File: config.mk
export PLATFORM = sky130hd
export DESIGN_NAME = if_stage
export DESIGN_NICKNAME = d
export VERILOG_FILES = /design/src/rtl/if_stage.sv
export SDC_FILE = /design/constraint.sdc
export NUM_CORES = 1
export LEC_CHECK = 0
export CELL_PAD_IN_SITES_DETAIL_PLACEMENT = 1
export CELL_PAD_IN_SITES_GLOBAL_PLACEMENT = 1
export CORE_ASPECT_RATIO = 1.5
export CORE_MARGIN = 3
export CORE_UTILIZATION = 31
export DETAILED_ROUTE_END_ITERATION = 7
export PLACE_DENSITY_LB_ADDON = 0.1
export SLEW_MARGIN = 30
export SYNTH_ARGS = -nofsm -noshare
export SYNTH_HDL_FRONTEND = slang
export SYNTH_SLANG_ARGS = --single-unit
File: constraint.sdc
create_clock -name clk -period 2.1 [get_ports clk]
set_input_delay 0.315 -clock clk [delete_from_list [all_inputs] [get_ports clk]]
set_output_delay 0.315 -clock clk [all_outputs]
set_load 0.03 [all_outputs]
File: src/rtl/if_stage.sv
// Instruction-fetch stage: owns the PC, fetches words over a req/ready
// handshake, and loads the IF/ID register. Redirects from decode squash the
// word in flight; a redirect that arrives while memory is busy parks its
// target in pending_pc until the outstanding request drains.
module if_stage #(
  parameter logic [31:0] RESET_PC = 32'h0000_0000
) (
  input  logic        clk,
  input  logic        rst_n,
  input  logic        stall,
  input  logic        flush,
  input  logic [1:0]  PC_source,
  input  logic        branch_taken,
  input  logic [31:0] branch_target,
  input  logic [31:0] jr_target,
  output logic        imem_req,
  output logic [31:0] imem_addr,
  input  logic [31:0] imem_rdata,
  input  logic        imem_ready,
  output logic [31:0] pc,
  output logic [31:0] if_id_instr,
  output logic [31:0] if_id_pc4,
  output logic        if_id_valid
);

  typedef enum logic [1:0] {StIdle, StReq, StDrain} state_e;

  state_e      state_q, state_d;
  logic [31:0] pc_q, pc_d;
  logic [31:0] pending_pc_q, pending_pc_d;
  logic        req_q, req_d;
  logic [31:0] instr_q, instr_d;
  logic [31:0] pc4_q, pc4_d;
  logic        valid_q, valid_d;

  logic [31:0] pc_plus4;
  logic        redirect;
  logic [31:0] target;

  assign pc_plus4 = pc_q + 32'd4;
  assign redirect = !stall && (PC_source == 2'b11 || PC_source == 2'b10 || branch_taken);

  // Redirect target; JR wins over J, J over a taken branch.
  always_comb begin
    target = branch_target;
    if (PC_source == 2'b11) begin
      target = jr_target;
    end else if (PC_source == 2'b10) begin
      target = {pc4_q[31:28], instr_q[25:0], 2'b00};
    end
  end

  // Next-state logic: redirect > stall > flush > fetch.
  always_comb begin
    state_d      = state_q;
    pc_d         = pc_q;
    pending_pc_d = pending_pc_q;
    req_d        = req_q;
    instr_d      = instr_q;
    pc4_d        = pc4_q;
    valid_d      = valid_q;

    unique case (state_q)
      StIdle: begin
        state_d = StReq;
        req_d   = 1'b1;
      end
      StReq: begin
        if (redirect) begin
          instr_d = '0;
          pc4_d   = '0;
          valid_d = 1'b0;
          if (imem_ready) begin
            pc_d = target;
          end else begin
            pending_pc_d = target;
            state_d      = StDrain;
          end
        end else if (stall) begin
          // Hold everything; the same address is fetched again later.
        end else if (flush) begin
          instr_d = '0;
          pc4_d   = '0;
          valid_d = 1'b0;
          if (imem_ready) begin
            pc_d = pc_plus4;
          end
        end else if (imem_ready) begin
          instr_d = imem_rdata;
          pc4_d   = pc_plus4;
          valid_d = 1'b1;
          pc_d    = pc_plus4;
        end else begin
          instr_d = '0;
          pc4_d   = '0;
          valid_d = 1'b0;
        end
      end
      StDrain: begin
        if (!stall) begin
          instr_d = '0;
          pc4_d   = '0;
          valid_d = 1'b0;
        end
        if (redirect) begin
          pending_pc_d = target;
        end
        if (imem_ready) begin
          // Drained word is dropped; the latest redirect target wins.
          pc_d    = redirect ? target : pending_pc_q;
          state_d = StReq;
        end
      end
      default: begin
        state_d = StIdle;
      end
    endcase
  end

  // All stage state, with asynchronous reset.
  always_ff @(posedge clk or negedge rst_n) begin
    if (!rst_n) begin
      state_q      <= StIdle;
      pc_q         <= RESET_PC;
      pending_pc_q <= '0;
      req_q        <= 1'b0;
      instr_q      <= '0;
      pc4_q        <= '0;
      valid_q      <= 1'b0;
    end else begin
      state_q      <= state_d;
      pc_q         <= pc_d;
      pending_pc_q <= pending_pc_d;
      req_q        <= req_d;
      instr_q      <= instr_d;
      pc4_q        <= pc4_d;
      valid_q      <= valid_d;
    end
  end

  assign imem_req    = req_q;
  assign imem_addr   = pc_q;
  assign pc          = pc_q;
  assign if_id_instr = instr_q;
  assign if_id_pc4   = pc4_q;
  assign if_id_valid = valid_q;

endmodule

==> metrics, run 1 <==
RSZ-0062 raised after global routing no; CP Data Arrival Time 1.73 ns; largest cells by area after synthesis dfrtp_1 45%, o21ai_0 7.0%, a22o_1 5.4%, nand2_1 5.1%, mux2i_1 4.7%; Initial DRC Count 325; clk_skew 0.0108 ns; Slew @ Worst Pin 0.516 ns; Post-synth EDFFs 0; register area share after synthesis 45.4%; Worst path max stage delay 0.68 ns; Placed Cells 1311; fmax 0.490 GHz; GRT overflow 0; critical path startpoint category flip-flop; final setup fails 0; hold slack 0.390 ns; synth unique cells 65; Buf/Inv on CP 2; Slowest-stage cell, CP clkdlybuf4s50_1; net count after synthesis 879; Area Overhead vs Synth 50.6%; yosys warns 0; largest net degree at the start of global routing 58; Final Max Slew Viols 0; routed wire length 26.3 mm; worst rel slew slack 65.2%; Fin. Hold Viols 0; Power Dens Cells 1340 mW/mm²; share of the synthesized area in the top cell type 45.4%; cell with the most instances after synthesis dfrtp_1; Non-Filler Instances 1350; CP startpoint imem_addr[6]; Worst Hold Class in -> async; number of detailed-routing iterations run before antenna repair 4; detailed-route via count 6819; reg-to-reg critical path endpoint imem_addr[14]; NumNets Final 1131; synth cell count leaders 132 x dfrtp_1, 102 x o21ai_0, 99 x nand2_1, 45 x a22o_1, 41 x nor2_1; critical-path maximum fanout 4; Placeable Area 0.0231 mm²; CTS Buf Count 17; Top FF cell, synth dfrtp_1; crit path cell chain buf_4 > clkdlybuf4s50_1; Worst path depth 2; Die ar. 0.0254 mm²; VDD IR max 0.000632 V; Lkg Pwr 4.65 nW; Sink Count 132; r2r worst-path depth 7; row count 68; clock latency on the worst-skew pair 0.43 ns; Final ANT Viol Nets 0; Setup Crit Path Kind reg -> out; setup ws final 0.0597 ns; Root Driver clkbuf_16; period utilization 97.2%; Synth Area per Inst 9.44 µm²; post-route minimum period 2.04 ns; Synth area leader dfrtp_1; number of global-route vias before repair 7407; total track usage 20.9%; htree depth 4; FFs w/ async S/R, synth 100%; global-route wire length before repair 41.2 mm; GP Congestion 0.874; initial antenna violation count 0; layout cells sized above 1 15.3%; # diodes 0; CP required 1.78 ns; die height 194 µm; Longest Clk Path Bufs 2; Routed WL per cell 19.5 µm; R2R Setup Slk 0.07 ns; critical path's top delay family buffers and inverters; CTS tree built; Clock transition at path regs 0.06 ns; synthesized netlist cell count 771; dpl ws -0.302 ns; Post-DP HPWL 20.4 mm; Initial Util 31.6%; register bit total from synthesis 132; max_cap viols 0; Critical R2R Launch imem_addr[3]; vias per inst 5.05; Setup TNS Final 0 ns; # IOs 234; crit end category output pin; status completed; Critical Path Sink imem_addr[6]; synthesized cell area 0.00728 mm²; PortBufs 233; die width 131 µm; DR DRC count 0
[worst min path at each step]
stage | endpoint | depth (start not counted)
finish | if_id_pc4[12] | 2
global route | if_id_pc4[12] | 2
CTS | if_id_pc4[12] | 2
detailed placement | if_id_pc4[12] | 1
global placement | if_id_pc4[12] | 1
floorplan | if_id_instr[0] | 0
[state kept, by name, summed over array words and instances, names as in the netlist]
signal	cells
if_id_pc4	32
imem_req	1
if_id_instr	32
state_q	2
imem_addr	32
if_id_valid	1
pending_pc_q	32
[final cells by class]
class	count	area, µm²
clock buffer	23	488
clock inverter	8	76.3
fill	2596	12100
inverter	11	41.3
multi-input combinational	535	3490
sequential	132	3310
tap	315	394
timing repair buffer	326	3160
[power breakdown]
| group | switching (W) | total (W) | internal [W] |
|---|---|---|---|
| clock network | 0.00113 | 0.00287 | 0.00174 |
| logic | 0.00448 | 0.00775 | 0.00327 |
| registers | 0.000713 | 0.00403 | 0.00332 |
| total | 0.00632 | 0.0147 | 0.00833 |
[repair_timing]
| item | 4_1_cts | 5_1_grt |
|---|---|---|
| resized for setup | 5 | 6 |
| pin swaps | 0 | 1 |
| hold buffers | 1 | 0 |
| hold endpoints to repair | 46 | 0 |
| endpoints found under the setup margin | 16 | 49 |
| setup buffers | 0 | 7 |
[layout by cell type, fill, tap and decap left out, types with 4 or more instances in the layout]
master	n
a211oi_1	8
a21o_1	4
a21oi_1	23
a22o_1	45
a31oi_1	8
a32oi_1	7
and3_1	4
buf_12	10
buf_4	82
clkbuf_16	17
clkbuf_8	4
clkdlybuf4s50_1	227
dfrtp_1	129
inv_1	11
mux2_2	8
mux2i_1	34
nand2_1	99
nand2b_1	5
nand3_1	25
nand4_1	10
nor2_1	41
nor2b_1	4
nor3_1	5
o21ai_0	101
o22a_1	4
o22ai_1	4
o31a_1	5
o31ai_1	4
xnor2_1	15
xor2_1	13
[logic make-up (layout without fill, tap and decap cells)]
logic type      after synthesis  count (layout)  share of synthesized area [%]
compound gates              242             242                           22.0
simple gates                219             219                           14.9
flops                       132             132                           45.4
buf+inv                     104             368                           7.72
mux                          42              42                           5.91
xor+xnor                     28              28                           3.37
fa+ha+maj                     4               4                          0.688
[worst register-to-register path: cells and delay by family, from the launching register on]
family	cells	cell delay (ns)
compound gates	1	0.42
xor+xnor	1	0.12
fa+ha+maj	1	0.21
buf+inv	1	0.18
flops	1	0.38
simple gates	3	0.62
[through the flow]
step,total power [W],instance area (µm²),util (%)
after floorplan,0.00855,7280,-
after global placement,0.0115,10300,44.6
after detailed placement,0.0118,10300,44.6
after CTS,0.0147,10900,47.2
after global routing,0.0156,11000,47.5
final,0.0147,11000,47.5
[routing by layer]
| metal | global-route usage [%] | routed length, µm |
|---|---|---|
| met1 | 25.3 | 10900 |
| met2 | 34.6 | 13100 |
| met3 | 5.21 | 1330 |
| met4 | 8.88 | 934 |
| met5 | 0 | 0 |
No activity file was read; power rests on OpenSTA's default activity.
==> inputs of run 2 (changes only) <==
--- a/config.mk
+++ b/config.mk
@@ -12,6 +12,7 @@
 export CORE_UTILIZATION = 31
 export DETAILED_ROUTE_END_ITERATION = 7
 export PLACE_DENSITY_LB_ADDON = 0.1
+export SETUP_SLACK_MARGIN = 0.4
 export SLEW_MARGIN = 30
 export SYNTH_ARGS = -nofsm -noshare
 export SYNTH_HDL_FRONTEND = slang
==> run 2 against run 1 <==
Net effect:
- sequential power is 6.5% higher
- count of clock-buffer cells in the layout decreased by 4
- clock skew is 0.0025 ns lower
- largest power group unchanged
- wire length is 23% higher
- largest cell class unchanged
- critical path type is now reg -> reg
- via count rose by 9.3%
- utilization increased by 6.6 points
- non-clock buffer count increased by 65
==> metrics, run 2 (same netlist as run 1, synthesis figures left out) <==
CTS Buf Count 17 (unchanged); CP Data Arrival Time 2.33 ns (was 1.73 ns); Clock transition at path regs 0.06 ns (about the same); Buf/Inv on CP 4 (was 2); Initial Util 31.6% (unchanged); Power Dens Cells 1510 mW/mm² (was 1340 mW/mm²); clk_skew 0.00830 ns (was 0.0108 ns); vias per inst 5.25 (was 5.05); Longest Clk Path Bufs 2 (unchanged); Slew @ Worst Pin 0.538 ns (was 0.516 ns); number of detailed-routing iterations run before antenna repair 5 (was 4); leading cell type in the layout, fill and taps excluded dfrtp_1 (was clkdlybuf4s50_1); RSZ-0062 raised after global routing yes (was no); Initial DRC Count 421 (was 325); Die ar. 0.0254 mm² (unchanged); status completed (unchanged); total track usage 22.8% (was 20.9%); Placeable Area 0.0231 mm² (unchanged); Worst Hold Class in -> async (unchanged); Routed WL per cell 22.9 µm (was 19.5 µm); # IOs 234 (unchanged); # diodes 0 (unchanged); Final Max Slew Viols 0 (unchanged); die height 194 µm (unchanged); global-route wire length before repair 44.5 mm (was 41.2 mm); htree depth 4 (unchanged); detailed-route via count 7451 (was 6819); Fin. Hold Viols 0 (unchanged); fmax 0.493 GHz (was 0.490 GHz); final core occ 54.1% (was 47.5%); GP Congestion 0.818 (was 0.874); crit end category flip-flop (was output pin); most frequent cells in the layout 112 x dfrtp_1, 100 x clkdlybuf4s50_1, 90 x dlygate4sd2_1 (was 227 x clkdlybuf4s50_1, 129 x dfrtp_1, 101 x o21ai_0); period utilization 96.6% (was 97.2%); final setup fails 0 (unchanged); Area Overhead vs Synth 71.5% (was 50.6%); hold slack 0.312 ns (was 0.390 ns); Slowest-stage cell, CP dfrtp_1 (was clkdlybuf4s50_1); PortBufs 233 (unchanged); VDD IR max 0.000725 V (was 0.000632 V); initial antenna violation count 0 (unchanged); Sink Count 132 (unchanged); critical-path maximum fanout 5 (was 4); largest net degree at the start of global routing 49 (was 58); die width 131 µm (unchanged); crit path cell chain inv_2 > ha_4 > a21boi_2 > buf_4 > buf_4 > o21a_4 > buf_12 > nand4_1 > o31a_1 > o311ai_2 (was buf_4 > clkdlybuf4s50_1); critical path's top delay family compound AO/OA/AOI/OAI gates (was buffers and inverters); layout cells sized above 1 35.7% (was 15.3%); NumNets Final 1199 (was 1131); CTS tree built (unchanged); worst rel slew slack 63.8% (was 65.2%); routed wire length 32.5 mm (was 26.3 mm); Setup Crit Path Kind reg -> reg (was reg -> out); post-route minimum period 2.03 ns (was 2.04 ns); critical path startpoint category flip-flop (unchanged); number of global-route vias before repair 7689 (was 7407); Final ANT Viol Nets 0 (unchanged); CP required 2.40 ns (was 1.78 ns); max_cap viols 0 (unchanged); CP most frequent cell buf_4; Lkg Pwr 5.75 nW (was 4.65 nW); DR DRC count 0 (unchanged); Post-DP HPWL 19.5 mm (was 20.4 mm); Root Driver clkbuf_16 (unchanged); clock latency on the worst-skew pair 0.43 ns (about the same); GRT overflow 0 (unchanged); row count 68 (unchanged); Worst path max stage delay 0.43 ns (was 0.68 ns)
run 2: cell types whose count changed in the layout (fill, tap and decap cells not counted), moves of 20 or more:
cell	change
dlygate4sd2_1	+90
o21ai_1	+23
o21ai_2	+45
buf_6	+34
clkbuf_2	+23
nand2_1	-32
nand2_2	+20
o21ai_0	-68
clkdlybuf4s50_1	-127
run 2: report_power, final:
group          internal, W  total [W]  switching (W)  leakage (nW)
logic              0.00534     0.0113        0.00595          3.75
registers          0.00335    0.00429       0.000938          1.70
clock network      0.00204    0.00326        0.00121         0.309
run 2: path summary, 6_finish.rpt:
path,depth (start not counted),from,endpoint,slack (ns)
hold reg to reg,2,if_id_pc4[19],if_id_pc4[19],0.47
min in group clk,3,PC_source[1],pending_pc_q[16],0.42
setup / recovery,10,state_q[1],imem_addr[17],0.07
setup reg to reg,10,state_q[1],imem_addr[17],0.07
max in group asynchronous,3,rst_n,imem_addr[24],1.17
hold / removal,2,rst_n,if_id_pc4[25],0.31
run 2: timing repair:
| item | CTS | global route |
|---|---|---|
| pin swaps | 22 | 106 |
| setup buffers | 30 | 36 |
| endpoints found under the setup margin | 231 | 162 |
| hold endpoints to repair | 18 | 0 |
| hold buffers | 1 | 0 |
| gates cloned | 8 | 15 |
| resized for setup | 250 | 219 |
run 2: worst reg2reg max path, cell delays in order, from the launching register on:
cell and delay (ns):
dfrtp_1 0.43, inv_2 0.11, ha_4 0.16, a21boi_2 0.06, buf_4 0.16, buf_4 0.13
o21a_4 0.26, buf_12 0.16, nand4_1 0.09, o31a_1 0.21, o311ai_2 0.12
run 2: per-stage QoR:
step | worst slack [ns] | cells | setup TNS, ns | power (W) | instance area, µm²
floorplan | 0.152 | 771 | 0 | 0.00877 | 7460
global placement | -0.0335 | 1297 | -0.161 | 0.0117 | 10300
detailed placement | -0.116 | 1297 | -2.37 | 0.0118 | 10300
CTS | 0.195 | 1368 | 0 | 0.0163 | 11500
global route | 0.0139 | 1419 | 0 | 0.0197 | 12500
finish | 0.0708 | 1419 | 0 | 0.0188 | 12500
run 2: final cells by class:
type / count / area [µm²]
Inverter: 11 / 41.3
Multi-Input combinational cell: 538 / 4110
Tap cell: 315 / 394
Sequential cell: 132 / 3330
Fill cell: 2501 / 10600
Clock inverter: 13 / 181
Timing Repair Buffer: 391 / 3970
Clock buffer: 19 / 453
run 2: per-layer routing:
layer / wire length (µm) / vias to the layer above / global-route usage (%)
met2: 16700 / 236 / 37.2
met5: 0 / - / 0
met1: 13200 / 3748 / 29.2
met4: 981 / 0 / 8.01
met3: 1560 / 55 / 5.51
li1: - / 3412 / -
==> inputs of run 3 (changes only) <==
--- a/config.mk
+++ b/config.mk
@@ -5,6 +5,7 @@
 export SDC_FILE = /design/constraint.sdc
 export NUM_CORES = 1
 export LEC_CHECK = 0
+export CAP_MARGIN = 20
 export CELL_PAD_IN_SITES_DETAIL_PLACEMENT = 1
 export CELL_PAD_IN_SITES_GLOBAL_PLACEMENT = 1
 export CORE_ASPECT_RATIO = 1.5
==> results of run 3 <==
Same layout as run 2: the final DEF is identical, and so are final timing and power.
